--- config.mk ---
export PLATFORM = sky130hd
export DESIGN_NAME = snake_head_ctrl_flat
export DESIGN_NICKNAME = d
export VERILOG_FILES = /design/src/rtl/snake_head_ctrl_if.sv /design/src/rtl/snake_head_ctrl.sv /design/src/flat_wrapper.sv
export SDC_FILE = /design/constraint.sdc
export NUM_CORES = 1
export LEC_CHECK = 0
export BUFFER_PORTS_ARGS = -buffer_cell sky130_fd_sc_hd__buf_4
export CAP_MARGIN = 20
export CORE_AREA = 5 5 80 82
export CTS_BUF_LIST = sky130_fd_sc_hd__clkbuf_4
export DETAILED_ROUTE_END_ITERATION = 7
export DIE_AREA = 0 0 85 87
export PLACE_DENSITY = 0.91
export SLEW_MARGIN = 20
export SYNTH_ARGS = -nofsm -noshare
export SYNTH_HDL_FRONTEND = slang
export SYNTH_SLANG_ARGS = --single-unit
--- constraint.sdc ---
create_clock -name Clock -period 9.2 [get_ports Clock]
set_clock_uncertainty 0.15 [all_clocks]
set_input_delay 0.92 -clock Clock [delete_from_list [all_inputs] [get_ports Clock]]
set_output_delay 0.92 -clock Clock [all_outputs]
set_load 0.03 [all_outputs]
--- src/rtl/snake_head_ctrl_if.sv ---
// Signal bundle between the snake game controller and the LED matrix / input logic.
// The controller side uses modport slave; the driving side (buttons, matrix) uses master.
interface snake_head_ctrl_if;
    logic       btn_L;
    logic       btn_R;
    logic       btn_U;
    logic       btn_D;
    logic       start;
    logic       next_occupied;
    logic [3:0] next_row;
    logic [3:0] next_col;
    logic [3:0] head_row;
    logic [3:0] head_col;
    logic       L;
    logic       R;
    logic       U;
    logic       D;
    logic       tracking;
    logic [5:0] snake_length;
    logic       hit_score;
    logic       gameover;
    logic [3:0] food_row;
    logic [3:0] food_col;

    modport master (
        output btn_L, btn_R, btn_U, btn_D, start, next_occupied,
        input  next_row, next_col, head_row, head_col, L, R, U, D,
               tracking, snake_length, hit_score, gameover, food_row, food_col
    );

    modport slave (
        input  btn_L, btn_R, btn_U, btn_D, start, next_occupied,
        output next_row, next_col, head_row, head_col, L, R, U, D,
               tracking, snake_length, hit_score, gameover, food_row, food_col
    );
endinterface

--- src/rtl/snake_head_ctrl.sv ---
// Snake game controller: IDLE/RUN/OVER state machine, step divider, head/direction,
// food placement from an 8-bit LFSR, and length bookkeeping for the 16x16 matrix.
module snake_head_ctrl #(
    parameter int TICK_DIV  = 12_500_000,
    parameter int START_LEN = 3,
    parameter int MAX_LEN   = 63
) (
    input logic               Clock,
    input logic               reset,
    snake_head_ctrl_if.slave  bus
);
    localparam int              CW          = $clog2(TICK_DIV);
    localparam logic [CW-1:0]   TICK_LAST   = CW'(TICK_DIV - 1);
    localparam logic [5:0]      START_LEN_V = 6'(START_LEN);
    localparam logic [5:0]      MAX_LEN_V   = 6'(MAX_LEN);

    typedef enum logic [1:0] {IDLE, RUN, OVER} state_t;
    // Opposite directions share bit 1 and differ in bit 0.
    typedef enum logic [1:0] {DIR_R = 2'b00, DIR_L = 2'b01, DIR_U = 2'b10, DIR_D = 2'b11} dir_t;

    state_t        state_reg, state_next;
    dir_t          dir_reg, pend_reg, press_dir;
    logic          press_valid;
    logic [3:0]    head_row_reg, head_col_reg, food_row_reg, food_col_reg;
    logic [5:0]    len_reg;
    logic [CW-1:0] tick_reg;
    logic [7:0]    lfsr_reg;
    logic          tracking_reg, hit_reg;
    logic [4:0]    nxt_row5, nxt_col5;
    logic          wall, step_cycle, step_ok, step_fail, food_hit;
    logic [3:0]    start_food_col, hit_food_col;

    function automatic logic opposite(dir_t a, dir_t b);
        return (a[1] == b[1]) && (a[0] != b[0]);
    endfunction

    always_comb begin
        press_valid = 1'b1;
        press_dir   = DIR_R;
        if (bus.btn_U)      press_dir = DIR_U;
        else if (bus.btn_D) press_dir = DIR_D;
        else if (bus.btn_L) press_dir = DIR_L;
        else if (bus.btn_R) press_dir = DIR_R;
        else                press_valid = 1'b0;
    end

    // Bit 4 of the widened coordinate flags both underflow (-1) and overflow (16).
    always_comb begin
        nxt_row5 = {1'b0, head_row_reg};
        nxt_col5 = {1'b0, head_col_reg};
        unique case (pend_reg)
            DIR_R: nxt_col5 = {1'b0, head_col_reg} + 5'd1;
            DIR_L: nxt_col5 = {1'b0, head_col_reg} - 5'd1;
            DIR_U: nxt_row5 = {1'b0, head_row_reg} - 5'd1;
            DIR_D: nxt_row5 = {1'b0, head_row_reg} + 5'd1;
        endcase
    end

    assign wall       = nxt_row5[4] | nxt_col5[4];
    assign step_cycle = (state_reg == RUN) && (tick_reg == TICK_LAST);
    assign step_fail  = step_cycle && (wall || bus.next_occupied);
    assign step_ok    = step_cycle && !wall && !bus.next_occupied;
    assign food_hit   = step_ok && (nxt_row5[3:0] == food_row_reg) && (nxt_col5[3:0] == food_col_reg);

    assign start_food_col = (lfsr_reg == 8'h88) ? lfsr_reg[3:0] + 4'd1 : lfsr_reg[3:0];
    assign hit_food_col   = (lfsr_reg == {nxt_row5[3:0], nxt_col5[3:0]}) ? lfsr_reg[3:0] + 4'd1
                                                                         : lfsr_reg[3:0];

    always_ff @(posedge Clock) begin
        if (!reset) state_reg <= IDLE;
        else        state_reg <= state_next;
    end

    always_comb begin
        state_next = state_reg;
        unique case (state_reg)
            IDLE:    if (bus.start) state_next = RUN;
            RUN:     if (step_fail) state_next = OVER;
            OVER:    if (bus.start) state_next = IDLE;
            default: state_next = IDLE;
        endcase
    end

    // The LFSR keeps running across games so successive food sequences differ.
    always_ff @(posedge Clock) begin
        if (!reset) lfsr_reg <= 8'h5A;
        else        lfsr_reg <= {lfsr_reg[6:0], lfsr_reg[7] ^ lfsr_reg[5] ^ lfsr_reg[4] ^ lfsr_reg[3]};
    end

    always_ff @(posedge Clock) begin
        if (!reset || (state_reg == OVER && bus.start)) begin
            head_row_reg <= 4'd8;
            head_col_reg <= 4'd8;
            dir_reg      <= DIR_R;
            pend_reg     <= DIR_R;
            len_reg      <= START_LEN_V;
            food_row_reg <= 4'd0;
            food_col_reg <= 4'd0;
            tick_reg     <= '0;
            tracking_reg <= 1'b0;
            hit_reg      <= 1'b0;
        end else begin
            tracking_reg <= 1'b0;
            hit_reg      <= 1'b0;
            if (state_reg == IDLE && bus.start) begin
                head_row_reg <= 4'd8;
                head_col_reg <= 4'd8;
                dir_reg      <= DIR_R;
                pend_reg     <= DIR_R;
                len_reg      <= START_LEN_V;
                tick_reg     <= '0;
                food_row_reg <= lfsr_reg[7:4];
                food_col_reg <= start_food_col;
            end else if (state_reg == RUN) begin
                tick_reg <= step_cycle ? '0 : tick_reg + CW'(1);
                if (step_ok) begin
                    head_row_reg <= nxt_row5[3:0];
                    head_col_reg <= nxt_col5[3:0];
                    dir_reg      <= pend_reg;
                    tracking_reg <= 1'b1;
                    // A press in the step cycle is judged against the direction just committed.
                    if (press_valid && !opposite(press_dir, pend_reg)) pend_reg <= press_dir;
                    if (food_hit) begin
                        hit_reg      <= 1'b1;
                        len_reg      <= (len_reg < MAX_LEN_V) ? len_reg + 6'd1 : len_reg;
                        food_row_reg <= lfsr_reg[7:4];
                        food_col_reg <= hit_food_col;
                    end
                end else if (!step_cycle && press_valid && !opposite(press_dir, dir_reg)) begin
                    pend_reg <= press_dir;
                end
            end
        end
    end

    assign bus.next_row     = nxt_row5[3:0];
    assign bus.next_col     = nxt_col5[3:0];
    assign bus.head_row     = head_row_reg;
    assign bus.head_col     = head_col_reg;
    assign bus.L            = (dir_reg == DIR_L);
    assign bus.R            = (dir_reg == DIR_R);
    assign bus.U            = (dir_reg == DIR_U);
    assign bus.D            = (dir_reg == DIR_D);
    assign bus.tracking     = tracking_reg;
    assign bus.hit_score    = hit_reg;
    assign bus.snake_length = len_reg;
    assign bus.gameover     = (state_reg == OVER);
    assign bus.food_row     = food_row_reg;
    assign bus.food_col     = food_col_reg;
endmodule

--- src/flat_wrapper.sv ---
// flat-port wrapper written by rule: the top's interface ports become plain ports
module snake_head_ctrl_flat 
#(
    parameter int TICK_DIV  = 12_500_000,
    parameter int START_LEN = 3,
    parameter int MAX_LEN   = 63
)
  (Clock, reset, bus_btn_L, bus_btn_R, bus_btn_U, bus_btn_D, bus_start, bus_next_occupied, bus_next_row, bus_next_col, bus_head_row, bus_head_col, bus_L, bus_R, bus_U, bus_D, bus_tracking, bus_snake_length, bus_hit_score, bus_gameover, bus_food_row, bus_food_col);
  snake_head_ctrl_if bus_i ();
  input logic Clock;
  input logic reset;
  input wire logic [$bits(bus_i.btn_L)-1:0] bus_btn_L;
  input wire logic [$bits(bus_i.btn_R)-1:0] bus_btn_R;
  input wire logic [$bits(bus_i.btn_U)-1:0] bus_btn_U;
  input wire logic [$bits(bus_i.btn_D)-1:0] bus_btn_D;
  input wire logic [$bits(bus_i.start)-1:0] bus_start;
  input wire logic [$bits(bus_i.next_occupied)-1:0] bus_next_occupied;
  output wire logic [$bits(bus_i.next_row)-1:0] bus_next_row;
  output wire logic [$bits(bus_i.next_col)-1:0] bus_next_col;
  output wire logic [$bits(bus_i.head_row)-1:0] bus_head_row;
  output wire logic [$bits(bus_i.head_col)-1:0] bus_head_col;
  output wire logic [$bits(bus_i.L)-1:0] bus_L;
  output wire logic [$bits(bus_i.R)-1:0] bus_R;
  output wire logic [$bits(bus_i.U)-1:0] bus_U;
  output wire logic [$bits(bus_i.D)-1:0] bus_D;
  output wire logic [$bits(bus_i.tracking)-1:0] bus_tracking;
  output wire logic [$bits(bus_i.snake_length)-1:0] bus_snake_length;
  output wire logic [$bits(bus_i.hit_score)-1:0] bus_hit_score;
  output wire logic [$bits(bus_i.gameover)-1:0] bus_gameover;
  output wire logic [$bits(bus_i.food_row)-1:0] bus_food_row;
  output wire logic [$bits(bus_i.food_col)-1:0] bus_food_col;
  assign bus_i.btn_L = bus_btn_L;
  assign bus_i.btn_R = bus_btn_R;
  assign bus_i.btn_U = bus_btn_U;
  assign bus_i.btn_D = bus_btn_D;
  assign bus_i.start = bus_start;
  assign bus_i.next_occupied = bus_next_occupied;
  assign bus_next_row = bus_i.next_row;
  assign bus_next_col = bus_i.next_col;
  assign bus_head_row = bus_i.head_row;
  assign bus_head_col = bus_i.head_col;
  assign bus_L = bus_i.L;
  assign bus_R = bus_i.R;
  assign bus_U = bus_i.U;
  assign bus_D = bus_i.D;
  assign bus_tracking = bus_i.tracking;
  assign bus_snake_length = bus_i.snake_length;
  assign bus_hit_score = bus_i.hit_score;
  assign bus_gameover = bus_i.gameover;
  assign bus_food_row = bus_i.food_row;
  assign bus_food_col = bus_i.food_col;
  snake_head_ctrl #(.TICK_DIV(TICK_DIV), .START_LEN(START_LEN), .MAX_LEN(MAX_LEN)) u_core (.Clock(Clock), .reset(reset), .bus(bus_i));
endmodule
==> impl_metrics.py <==
metrics = {
    "timing": {
        "hold_slack_ns": 0.346,
        "finalMaxSlewViolations": 0,
        "finalSetupViolations": 0,
        "min_period_over_period_pct": 43.4,
        "slew_worst_pin_ns": 0.909,
        "maxSlewHeadroom_pct": 38.9,
        "grt_setup_unrepaired": "false",
        "timing.final.crit_period_ns": 4.00,
        "final_hold_viol_count": 0,
        "max_freq_ghz": 0.250,
        "setup_total_negative_slack_ns": 0,
    },
    "global_routing": {
        "grt_pass1_wl_um": 14800,
        "via_count_of_the_first_global_routing_pass": 3201,
        "grt_total_usage_pct": 25.3,
        "overflow": 0,
        "number_of_antenna_violations_at_the_first_check_in_global_routing": 0,
        "pin_count_of_the_biggest_net_entering_global_routing": 33,
    },
    "cts": {
        "cts-root-buf": "sky130_fd_sc_hd__clkbuf_4",
        "ctsLongestPathBuffers": 2,
        "cts_buffers": 9,
        "cts_num_sinks": 62,
        "path_clk_slew_ns": 0.10,
        "post_cts.repair.setup_buffers": 0,
        "clk_latency_ns": 0.42,
        "clock_tree_from_tritoncts": "yes",
        "htree_levels": 3,
        "post_cts_resize_count": 0,
        "cts.hold.buffers_added": 0,
    },
    "logic_synthesis": {
        "seq_area_frac_synth_pct": 35.0,
        "synth_area_per_cell_sq_um": 8.34,
        "synthesis.instances": 425,
        "synthTopCellsByCount": "sky130_fd_sc_hd__dfxtp_1, sky130_fd_sc_hd__nand2_1, sky130_fd_sc_hd__nor2_1",
        "post-synth-top-area-fraction_pct": 35.0,
        "post_synth_main_area_contributors": "sky130_fd_sc_hd__dfxtp_1, sky130_fd_sc_hd__xor2_1, sky130_fd_sc_hd__xnor2_1",
        "synth_nets": 442,
        "post_synth_instance_area_sq_um": 3550,
        "share_of_async_settable_or_async_resettable_flops_after_synthesis_pct": 0,
        "ys_types": 62,
        "postSynthRegisterBits": 62,
        "synth.largest_area_cell": "sky130_fd_sc_hd__dfxtp_1",
        "synth_enable_flop_cells": 0,
        "synthFlopType": "sky130_fd_sc_hd__dfxtp_1",
        "synthMostInstantiatedCell": "sky130_fd_sc_hd__dfxtp_1",
        "yosysWarningCount": 0,
    },
    "drt": {
        "route.antenna.remaining_nets": 0,
        "route.final.wire_length_um": 8900,
        "drt_pre_antenna_iters": 5,
        "drc": 0,
        "routed_wire_per_std_cell_um": 16.4,
        "via_count": 3243,
        "drt-initial-drc-count": 366,
        "vias_per_cell": 5.97,
    },
    "setup_path": {
        "crit-reg2reg-capture": "u_core.bus.snake_length[4]$_SDFFE_PP0P_",
        "cp-end-kind": "output pin",
        "timing.critical_path.slowest_stage_cell": "sky130_fd_sc_hd__dfxtp_2",
        "crit_path_max_incr_delay_ns": 0.72,
        "worst_ep_arrival_time_ns": 2.93,
        "rr_startpoint": "u_core.pend_reg[1]$_SDFFE_PP0P_",
        "worst-endpoint-required_ns": 8.13,
        "reg2reg_depth": 9,
        "worst_setup_path_startpoint": "u_core.pend_reg[1]$_SDFFE_PP0P_",
        "worst_setup_path_endpoint": "bus_next_row[3]",
        "timing_worst_setup_path_type": "reg -> out",
        "r2r_setup_slack_ns": 5.59,
        "startpoint_type": "register",
        "worst_path_cell_chain": "nand2_1 -> ha_1 -> or3b_2 -> a31oi_1 -> nor2_1 -> inv_1 -> buf_4",
        "critPathMaxFanout": 32,
    },
    "finish": {
        "largest_reg_flops": 24,
        "antenna_cell_count": 0,
        "layout.nets": 480,
        "areaGrowthSynthToFinish_pct": 13.8,
        "layout.core_utilization_pct": 71.1,
        "drive_gt1_share_pct": 16.7,
    },
    "floorplan": {
        "fp-row-count": 28,
        "die_area_sq_um": 7400,
        "design.portCount": 45,
        "die_height_um": 87,
        "core_region_area_sq_um": 5680,
        "starting_density_of_the_core_pct": 62.5,
        "die_width_um": 85,
    },
    "power": {
        "power_density_nw_per_um2": 134,
        "total_leakage_power_nw": 1.60,
        "peakVddDrop_uv": 156,
    },
    "min_path": {
        "min-delay-path-class": "reg -> reg",
    },
    "placed_design": {
        "place.gp.congestion": 0.888,
        "place.detailed.hpwl_um": 6520,
        "buffer_ports.inserted": 44,
    },
    "job": {
        "cap_viol_max_count": 0,
    },
    "run_status": {
        "run_status": "finished, final reports clean",
    },
}
## power by group
group / internal [mW] / switching, mW / total (mW) / leakage (nW)
registers: 0.275 / 0.0122 / 0.287 / 0.504
clock network: 0.0872 / 0.0992 / 0.186 / 0.0804
logic: 0.0272 / 0.0400 / 0.0672 / 1.02
total: 0.390 / 0.151 / 0.541 / 1.60
## placed cells by master (no fill, tap or decap), types with 4 or more instances in the layout
| master | instances |
|---|---|
| sky130_fd_sc_hd__nand4b_1 | 6 |
| sky130_fd_sc_hd__xnor2_1 | 25 |
| sky130_fd_sc_hd__nand2b_1 | 8 |
| sky130_fd_sc_hd__o21ai_0 | 11 |
| sky130_fd_sc_hd__xor2_1 | 27 |
| sky130_fd_sc_hd__nand2_1 | 48 |
| sky130_fd_sc_hd__nor4_1 | 6 |
| sky130_fd_sc_hd__clkinv_2 | 4 |
| sky130_fd_sc_hd__nand3_1 | 16 |
| sky130_fd_sc_hd__dfxtp_1 | 61 |
| sky130_fd_sc_hd__or3_1 | 6 |
| sky130_fd_sc_hd__nor2b_1 | 4 |
| sky130_fd_sc_hd__and3_1 | 8 |
| sky130_fd_sc_hd__inv_1 | 12 |
| sky130_fd_sc_hd__buf_4 | 44 |
| sky130_fd_sc_hd__clkbuf_4 | 11 |
| sky130_fd_sc_hd__a21oi_1 | 32 |
| sky130_fd_sc_hd__and2_1 | 9 |
| sky130_fd_sc_hd__nor2_1 | 42 |
| sky130_fd_sc_hd__nand4_1 | 5 |
| sky130_fd_sc_hd__nor3_1 | 16 |
| sky130_fd_sc_hd__ha_1 | 8 |
## cells by family (layout without fill, tap and decap cells)
kind of cell	count (synthesis)	count (layout)	synth area share (%)
fa+ha+maj	9	9	3.39
buf+inv	29	72	3.18
flops	62	62	35.0
mux	5	5	1.48
simple gates	194	194	29.2
xor+xnor	56	56	15.4
compound gates	70	70	12.4
## per-stage QoR
| stage | setup slack (ns) | area [sq um] | power [mW] | instances |
|---|---|---|---|---|
| finish | 5.20 | 4040 | 0.541 | 543 |
| global route | 5.07 | 4040 | 0.564 | 543 |
| CTS | 4.81 | 4040 | 0.543 | 543 |
| detailed placement | 5.26 | 3900 | 0.359 | 527 |
| global placement | 5.43 | 3900 | 0.356 | 527 |
| floorplan | 5.41 | 3550 | 0.338 | 425 |
## cell type report
type                            instances  area, sq um
Clock buffer                           11         82.6
Inverter                               12         45.0
Multi-Input combinational cell        334         2190
Clock inverter                          5         50.0
Tap cell                               75         93.8
Sequential cell                        62         1240
Fill cell                             444         1640
Timing Repair Buffer                   44          330
## worst min path at each step
stage / startpoint / end / slack, ns / cells after the start
after CTS: u_core.tick_reg[1]$_SDFFE_PP0P_ / u_core.tick_reg[1]$_SDFFE_PP0P_ / 0.34 / 2
after floorplan: u_core.tick_reg[1]$_SDFFE_PP0P_ / u_core.tick_reg[1]$_SDFFE_PP0P_ / 0.30 / 2
final: u_core.tick_reg[21]$_SDFFE_PP0P_ / u_core.tick_reg[21]$_SDFFE_PP0P_ / 0.35 / 2
after global placement: u_core.tick_reg[1]$_SDFFE_PP0P_ / u_core.tick_reg[1]$_SDFFE_PP0P_ / 0.31 / 2
after detailed placement: u_core.tick_reg[1]$_SDFFE_PP0P_ / u_core.tick_reg[1]$_SDFFE_PP0P_ / 0.33 / 2
after global routing: u_core.tick_reg[1]$_SDFFE_PP0P_ / u_core.tick_reg[1]$_SDFFE_PP0P_ / 0.37 / 2
## metal layers
layer / GRT usage (%) / part of all wire (%)
met1: 27.8 / 39
met2: 44.4 / 50
met3: 5.87 / 7.0
met4: 14.8 / 4.1
met5: 0 / 0
## critical path: cells and delay by family (launching register included)
family / cells / cell delay (ns)
AND/OR/NAND/NOR: 3 / 0.86
AO/OA/AOI/OAI: 1 / 0.30
adder cells (fa/ha/maj): 1 / 0.41
buffers and inverters: 2 / 0.23
flip-flops: 1 / 0.72
No activity file was read; power rests on OpenSTA's default activity.
